$ cat config.mk
export PLATFORM = sky130hd
export DESIGN_NAME = hx8352_window_scheduler
export DESIGN_NICKNAME = d
export VERILOG_FILES = /design/src/rtl/hx8352_pkg.sv /design/src/rtl/hx8352_window_scheduler_arb.sv /design/src/rtl/hx8352_window_scheduler.sv
export SDC_FILE = /design/constraint.sdc
export NUM_CORES = 1
export LEC_CHECK = 0
export ABC_CLOCK_PERIOD_IN_PS = 9300
export CAP_MARGIN = 20
export CORE_MARGIN = 4
export CORE_UTILIZATION = 50
export DETAILED_ROUTE_END_ITERATION = 8
export PLACE_DENSITY = 0.77
export SYNTH_ARGS = -nofsm -noshare
export SYNTH_HDL_FRONTEND = slang
export SYNTH_HIERARCHICAL = 1
export SYNTH_SLANG_ARGS = --single-unit
$ cat constraint.sdc
create_clock -name clk -period 9.3 [get_ports clk]
set_clock_uncertainty 0.1 [all_clocks]
set_input_delay 2.325 -clock clk [delete_from_list [all_inputs] [get_ports clk]]
set_output_delay 2.325 -clock clk [all_outputs]
set_load 0.005 [all_outputs]
$ cat src/rtl/hx8352_pkg.sv
// Shared HX8352 window-scheduler definitions: register map, window field layout, FSM encoding.
// Helpers turn a latched window into the 17-word register preamble.
package hx8352_pkg;

  typedef enum logic [2:0] {
    S_IDLE, S_REG, S_HOLD, S_WAIT, S_PIX, S_PHOLD, S_PWAIT
  } state_t;

  localparam logic [7:0] REG_COL_START_HI = 8'h02;
  localparam logic [7:0] REG_COL_START_LO = 8'h03;
  localparam logic [7:0] REG_COL_END_HI   = 8'h04;
  localparam logic [7:0] REG_COL_END_LO   = 8'h05;
  localparam logic [7:0] REG_ROW_START_HI = 8'h06;
  localparam logic [7:0] REG_ROW_START_LO = 8'h07;
  localparam logic [7:0] REG_ROW_END_HI   = 8'h08;
  localparam logic [7:0] REG_ROW_END_LO   = 8'h09;
  localparam logic [7:0] REG_GRAM_WR      = 8'h22;

  localparam int WIN_X0_LSB = 26;
  localparam int WIN_Y0_LSB = 17;
  localparam int WIN_X1_LSB = 9;
  localparam int WIN_Y1_LSB = 0;
  localparam logic [4:0] REG_WORDS = 5'd17;

  typedef struct packed {
    logic [7:0] x0;
    logic [8:0] y0;
    logic [7:0] x1;
    logic [8:0] y1;
  } win_t;

  function automatic win_t unpack_win(input logic [33:0] w);
    win_t r;
    r.x0 = w[WIN_X0_LSB +: 8];
    r.y0 = w[WIN_Y0_LSB +: 9];
    r.x1 = w[WIN_X1_LSB +: 8];
    r.y1 = w[WIN_Y1_LSB +: 9];
    return r;
  endfunction

  // Even idx = register index word, odd idx = its data byte, idx 16 = GRAM write index.
  function automatic logic [15:0] reg_word(input logic [4:0] idx, input win_t w);
    logic [7:0] a;
    logic [7:0] b;
    case (idx[3:1])
      3'd0:    begin a = REG_COL_START_HI; b = 8'h00;            end
      3'd1:    begin a = REG_COL_START_LO; b = w.x0;             end
      3'd2:    begin a = REG_COL_END_HI;   b = 8'h00;            end
      3'd3:    begin a = REG_COL_END_LO;   b = w.x1;             end
      3'd4:    begin a = REG_ROW_START_HI; b = {7'd0, w.y0[8]};  end
      3'd5:    begin a = REG_ROW_START_LO; b = w.y0[7:0];        end
      3'd6:    begin a = REG_ROW_END_HI;   b = {7'd0, w.y1[8]};  end
      default: begin a = REG_ROW_END_LO;   b = w.y1[7:0];        end
    endcase
    if (idx[4])
      return {8'h00, REG_GRAM_WR};
    else if (!idx[0])
      return {8'h00, a};
    else
      return {8'h00, b};
  endfunction

endpackage

$ cat src/rtl/hx8352_window_scheduler_arb.sv
// Two-way round-robin arbiter: combinational one-hot grant when enabled, no added latency.
// A tie goes to the requester not granted last; the pointer only moves on an actual grant.
module rr_arbiter2 (
  input  logic       clk,
  input  logic       rst,
  input  logic [1:0] req,
  input  logic       en,
  output logic [1:0] gnt
);

  logic last_q, last_d;

  always_comb begin
    gnt    = 2'b00;
    last_d = last_q;
    if (en) begin
      case (req)
        2'b01:   gnt = 2'b01;
        2'b10:   gnt = 2'b10;
        2'b11:   gnt = last_q ? 2'b01 : 2'b10;
        default: gnt = 2'b00;
      endcase
      if (|gnt) last_d = gnt[1];
    end
  end

  always_ff @(posedge clk or negedge rst) begin
    if (!rst) last_q <= 1'b1;
    else      last_q <= last_d;
  end

endmodule

$ cat src/rtl/hx8352_window_scheduler.sv
// Arbitrates two window jobs onto one HX8352 bus: 17 register words then one word per pixel.
// Every bus word waits for lcd_busy low, so one word per 3+ cycles; pixels stall via px_ready.
module hx8352_window_scheduler
  import hx8352_pkg::*;
#(
  parameter int unsigned X_MAX = 239,
  parameter int unsigned Y_MAX = 399
) (
  input  logic        clk,
  input  logic        rst,
  input  logic        init_done,
  input  logic        lcd_busy,
  output logic        lcd_wr_en,
  output logic        lcd_rs,
  output logic [15:0] lcd_data,
  input  logic [1:0]  req,
  input  logic [33:0] win0,
  input  logic [33:0] win1,
  output logic [1:0]  gnt,
  input  logic [15:0] px_data0,
  input  logic [15:0] px_data1,
  input  logic [1:0]  px_valid,
  output logic [1:0]  px_ready,
  output logic [1:0]  done,
  output logic [1:0]  err
);

  state_t      state_q, state_d;
  win_t        win_q, win_d, win_in;
  logic [4:0]  widx_q, widx_d;
  logic [16:0] count_q, count_d;
  logic        sel_q, sel_d;
  logic        lcd_wr_en_q, lcd_wr_en_d, lcd_rs_q, lcd_rs_d;
  logic [15:0] lcd_data_q, lcd_data_d;
  logic [1:0]  gnt_q, gnt_d, done_q, done_d, err_q, err_d;
  logic [1:0]  arb_gnt, sel_oh;
  logic        win_bad;

  rr_arbiter2 u_arb (
    .clk (clk),
    .rst (rst),
    .req (req),
    .en  ((state_q == S_IDLE) && init_done),
    .gnt (arb_gnt)
  );

  assign win_in  = arb_gnt[1] ? unpack_win(win1) : unpack_win(win0);
  assign sel_oh  = sel_q ? 2'b10 : 2'b01;
  assign win_bad = (win_q.x0 > win_q.x1) || (win_q.y0 > win_q.y1) ||
                   (32'(win_q.x1) > X_MAX) || (32'(win_q.y1) > Y_MAX);

  assign px_ready  = (state_q == S_PIX && !lcd_busy) ? sel_oh : 2'b00;
  assign lcd_wr_en = lcd_wr_en_q;
  assign lcd_rs    = lcd_rs_q;
  assign lcd_data  = lcd_data_q;
  assign gnt       = gnt_q;
  assign done      = done_q;
  assign err       = err_q;

  always_comb begin
    state_d     = state_q;
    win_d       = win_q;
    widx_d      = widx_q;
    count_d     = count_q;
    sel_d       = sel_q;
    lcd_wr_en_d = 1'b0;
    lcd_rs_d    = lcd_rs_q;
    lcd_data_d  = lcd_data_q;
    gnt_d       = 2'b00;
    done_d      = 2'b00;
    err_d       = 2'b00;
    // Losing controller init kills any job, including one still checking its window.
    if (state_q != S_IDLE && !init_done) begin
      state_d = S_IDLE;
      err_d   = sel_oh;
    end else begin
      case (state_q)
        S_IDLE: begin
          if (|arb_gnt) begin
            gnt_d   = arb_gnt;
            sel_d   = arb_gnt[1];
            win_d   = win_in;
            widx_d  = 5'd0;
            count_d = (17'(win_in.x1) - 17'(win_in.x0) + 17'd1) *
                      (17'(win_in.y1) - 17'(win_in.y0) + 17'd1);
            state_d = S_REG;
          end
        end
        S_REG: begin
          if (win_bad) begin
            err_d   = sel_oh;
            state_d = S_IDLE;
          end else if (!lcd_busy) begin
            lcd_wr_en_d = 1'b1;
            lcd_rs_d    = widx_q[0];
            lcd_data_d  = reg_word(widx_q, win_q);
            widx_d      = widx_q + 5'd1;
            state_d     = S_HOLD;
          end
        end
        S_HOLD: state_d = S_WAIT;
        S_WAIT: begin
          if (!lcd_busy) state_d = (widx_q == REG_WORDS) ? S_PIX : S_REG;
        end
        S_PIX: begin
          if (px_valid[sel_q] && !lcd_busy) begin
            lcd_wr_en_d = 1'b1;
            lcd_rs_d    = 1'b1;
            lcd_data_d  = sel_q ? px_data1 : px_data0;
            count_d     = count_q - 17'd1;
            state_d     = S_PHOLD;
          end
        end
        S_PHOLD: begin
          if (count_q == 17'd0) begin
            done_d  = sel_oh;
            state_d = S_IDLE;
          end else begin
            state_d = S_PWAIT;
          end
        end
        S_PWAIT: begin
          if (!lcd_busy) state_d = S_PIX;
        end
        default: state_d = S_IDLE;
      endcase
    end
  end

  always_ff @(posedge clk or negedge rst) begin
    if (!rst) begin
      state_q     <= S_IDLE;
      win_q       <= '0;
      widx_q      <= 5'd0;
      count_q     <= 17'd0;
      sel_q       <= 1'b0;
      lcd_wr_en_q <= 1'b0;
      lcd_rs_q    <= 1'b0;
      lcd_data_q  <= 16'h0000;
      gnt_q       <= 2'b00;
      done_q      <= 2'b00;
      err_q       <= 2'b00;
    end else begin
      state_q     <= state_d;
      win_q       <= win_d;
      widx_q      <= widx_d;
      count_q     <= count_d;
      sel_q       <= sel_d;
      lcd_wr_en_q <= lcd_wr_en_d;
      lcd_rs_q    <= lcd_rs_d;
      lcd_data_q  <= lcd_data_d;
      gnt_q       <= gnt_d;
      done_q      <= done_d;
      err_q       <= err_d;
    end
  end

endmodule

==> flow_metrics.tcl <==
set metrics [dict create \
    fin_crit_ns 9.75 \
    drt-wirelength-per-cell_um 17.6 \
    synth_flop_cell "dfrtp_1" \
    drtIter0Drc 478 \
    gp_congestion 0.972 \
    clk_pin_slew_ns 0.07 \
    hpwlAfterDp_mm 22.1 \
    fmax_mhz 103 \
    netlist-cell-type-count 85 \
    drv_slew 0 \
    grt_max_degree 86 \
    violations "setup timing" \
    crit_required_ns 9.46 \
    synth_fa_ha_area_frac 0.270 \
    avgSynthCellArea_um2 8.98 \
    r2r-start "state_q[1]$_DFFE_PN0P_" \
    worst_pin_slew_ns 1.07 \
    cts_buffers 9 \
    synthSimpleGateAreaFrac 0.160 \
    synth_fp_nets 1375 \
    drive_gt1_frac 0.310 \
    port_buffers 133 \
    synthCells 1101 \
    rr_endpoint "count_q[16]$_DFFE_PN0P_" \
    setup_viol_count_final 5 \
    cpMostUsedCell "xnor2_1" \
    grt_pass1_vias 9838 \
    crit_end "count_q[16]$_DFFE_PN0P_" \
    ant_nets 0 \
    layout.cells.non_filler 1703 \
    met2_length_mm 15.5 \
    fin_crit_sh 1.05 \
    cts_buffer_depth 2 \
    grt_pass1_wl_mm 47.8 \
    synthXorXnorAreaFrac 0.0654 \
    synth_compound_area_frac 0.129 \
    viasPerCell 5.49 \
    critical_path.max_stage_delay_ns 0.54 \
    cts.htree.levels 3 \
    grt_overflow 0 \
    critical_path.slowest_cell "fa_1" \
    rows 51 \
    die_h_um 149 \
    start_util 0.508 \
    synth-seq-area-share 0.215 \
    hold_slack_ns 0.403 \
    dr.pass1.iters 5 \
    maxSlewHeadroom 0.279 \
    cap_violations 0 \
    hold_viol_final 0 \
    synth.mux.area_fraction 0.0896 \
    startpoint "req[0]" \
    synth_top_family_by_area "adder cells" \
    die_w_um 149 \
    path_class "input pin to flip-flop" \
    rsz0062_at_grt "true" \
    min_path_type "flip-flop to flip-flop" \
    drt-total-wl_mm 30.0 \
    worstSetupStartpointType "input pin" \
    io-pin-count 134 \
    area_growth_pct 45.1 \
    critPathMaxFanout 6 \
    highest_layer "met4" \
    synth-edff-count 0 \
    wl_met3_mm 1.74 \
    remaining_drc_errors 0 \
    antenna_cells 0 \
    syn_area_um2 9890 \
    cp_data_arrival_time_ns 9.91 \
    reg2reg_depth 35 \
    antenna_found_initial 0 \
    tns_ns -0.978 \
    nets 1707 \
    grt_usage 0.268 \
    clkLatencyLatePin_ns 0.35 \
    cts_sinks 85 \
    ys_ff_latch 85 \
    drt-met1-wl_mm 11.6 \
    root_buffer "clkbuf_16" \
    yosysWarningCount 6 \
    vias 9345 \
    cp-end-kind "flip-flop" \
    cts_tree "built" \
    core_um2 19500 \
    outcome "complete, but fails checks" \
    die-area_um2 22100 \
    async_flop_share 1.00 \
    reg2reg_slack_ns 0.62 \
    placedCellCount 1650 \
    setup_slack_ns -0.454 \
]
==> worst max-delay path: cells and delay by family <==
| kind | cells | cell delay, ns |
|---|---|---|
| and+or+nand+nor | 2 | 0.26 |
| adders and majority gates | 7 | 3.06 |
| muxes | 1 | 0.18 |
| buffers and inverters | 9 | 1.00 |
| xor gates and xnor gates | 9 | 1.86 |
| AOI/OAI and AO/OA | 5 | 1.19 |
==> sequential cells by signal (all words and copies together) (netlist names) <==
signal,count
u_arb/last_q,1
err,2
win_q,34
lcd_rs,1
count_q,17
lcd_wr_en,1
gnt,2
state_q,3
done,2
sel_q,1
widx_q,5
lcd_data,16
==> layout make-up <==
type	count	area [um^2]
multi-input combinational	835	7800
fill	1322	5110
timing repair buffer	362	3270
sequential	85	2130
clock inverter	5	43.8
tap	265	332
clock buffer	11	243
inverter	140	528
==> stage by stage <==
stage               utilization  area (um^2)  setup WS (ns)
floorplan                     -        10100         -0.582
global placement          0.672        13100          -1.02
detailed placement        0.672        13100          -1.15
CTS                       0.726        14100         -0.316
global route              0.737        14400         -0.809
finish                    0.737        14400         -0.454
==> cell usage in the layout, fill, tap and decap left out, drive strengths merged, types with 7 or more instances in the layout <==
master         netlist  final
ha                  87     87
nor2               114    114
fa                  79     79
inv                139    141
mux2                34     34
clkbuf              34     11
buf                  7    231
xor2                18     18
o21a                 8      8
nand4                8      8
dfrtp               84     84
clkdlybuf4s50        0    129
nor4                 7      7
nor3                20     20
nand2              101    101
mux2i               39     39
and2                11     11
nand3               15     15
and3                13     13
a21oi               49     49
o21ai               74     74
xnor2               43     43
o22ai               10     10
nor2b               13     13
a21o                12     12
==> cell usage after synthesis, drive strengths merged, types with 8 or more instances <==
master,count,area (um^2)
nor2b,13,88.8
inv,139,522
o21ai,74,370
nor2,114,440
mux2,34,383
a21o,12,90.1
nor3,20,111
nand4,8,50.1
fa,79,1580
mux2i,39,390
nand2,101,379
xor2,18,191
dfrtp,84,2100
ha,87,1090
nand3,15,75.1
clkbuf,34,128
a21oi,49,264
and2,11,68.8
o21a,8,61.3
xnor2,43,433
o22ai,10,62.6
and3,13,97.6
==> timing repair <==
item | CTS | global route
pin swaps | 84 | 42
setup endpoints to repair | 8 | 7
resized for setup | 123 | 32
hold buffers | 0 | 0
setup buffers | 28 | 8
cloned | 1 | 0
==> how the worst min path moves through the flow <==
stage               slack (ns)  depth (start not counted)                startpoint                        to
floorplan                 0.36                          2    count_q[9]$_DFFE_PN0P_    count_q[9]$_DFFE_PN0P_
global route              0.42                          1   lcd_data[4]$_DFFE_PN0P_   lcd_data[4]$_DFFE_PN0P_
finish                    0.40                          1  lcd_data[14]$_DFFE_PN0P_  lcd_data[14]$_DFFE_PN0P_
global placement          0.37                          1  lcd_data[13]$_DFFE_PN0P_  lcd_data[13]$_DFFE_PN0P_
detailed placement        0.39                          1   lcd_data[4]$_DFFE_PN0P_   lcd_data[4]$_DFFE_PN0P_
CTS                       0.40                          1   lcd_data[4]$_DFFE_PN0P_   lcd_data[4]$_DFFE_PN0P_
==> layer usage <==
| layer | vias up | track usage |
|---|---|---|
| met4 | 0 | 0.102 |
| li1 | 4361 | - |
| met5 | - | 0 |
| met3 | 86 | 0.0436 |
| met1 | 4552 | 0.324 |
| met2 | 346 | 0.481 |
==> cells by family after synthesis <==
| kind of cell | count (synthesis) |
|---|---|
| adders and majority gates | 166 |
| buffers and inverters | 181 |
| and+or+nand+nor | 328 |
| AOI/OAI and AO/OA | 201 |
| xor gates and xnor gates | 62 |
| muxes | 78 |
| DFF | 85 |
Power is not shown: default switching activity piles up to over one toggle a cycle in this logic, so the estimate is an artifact.
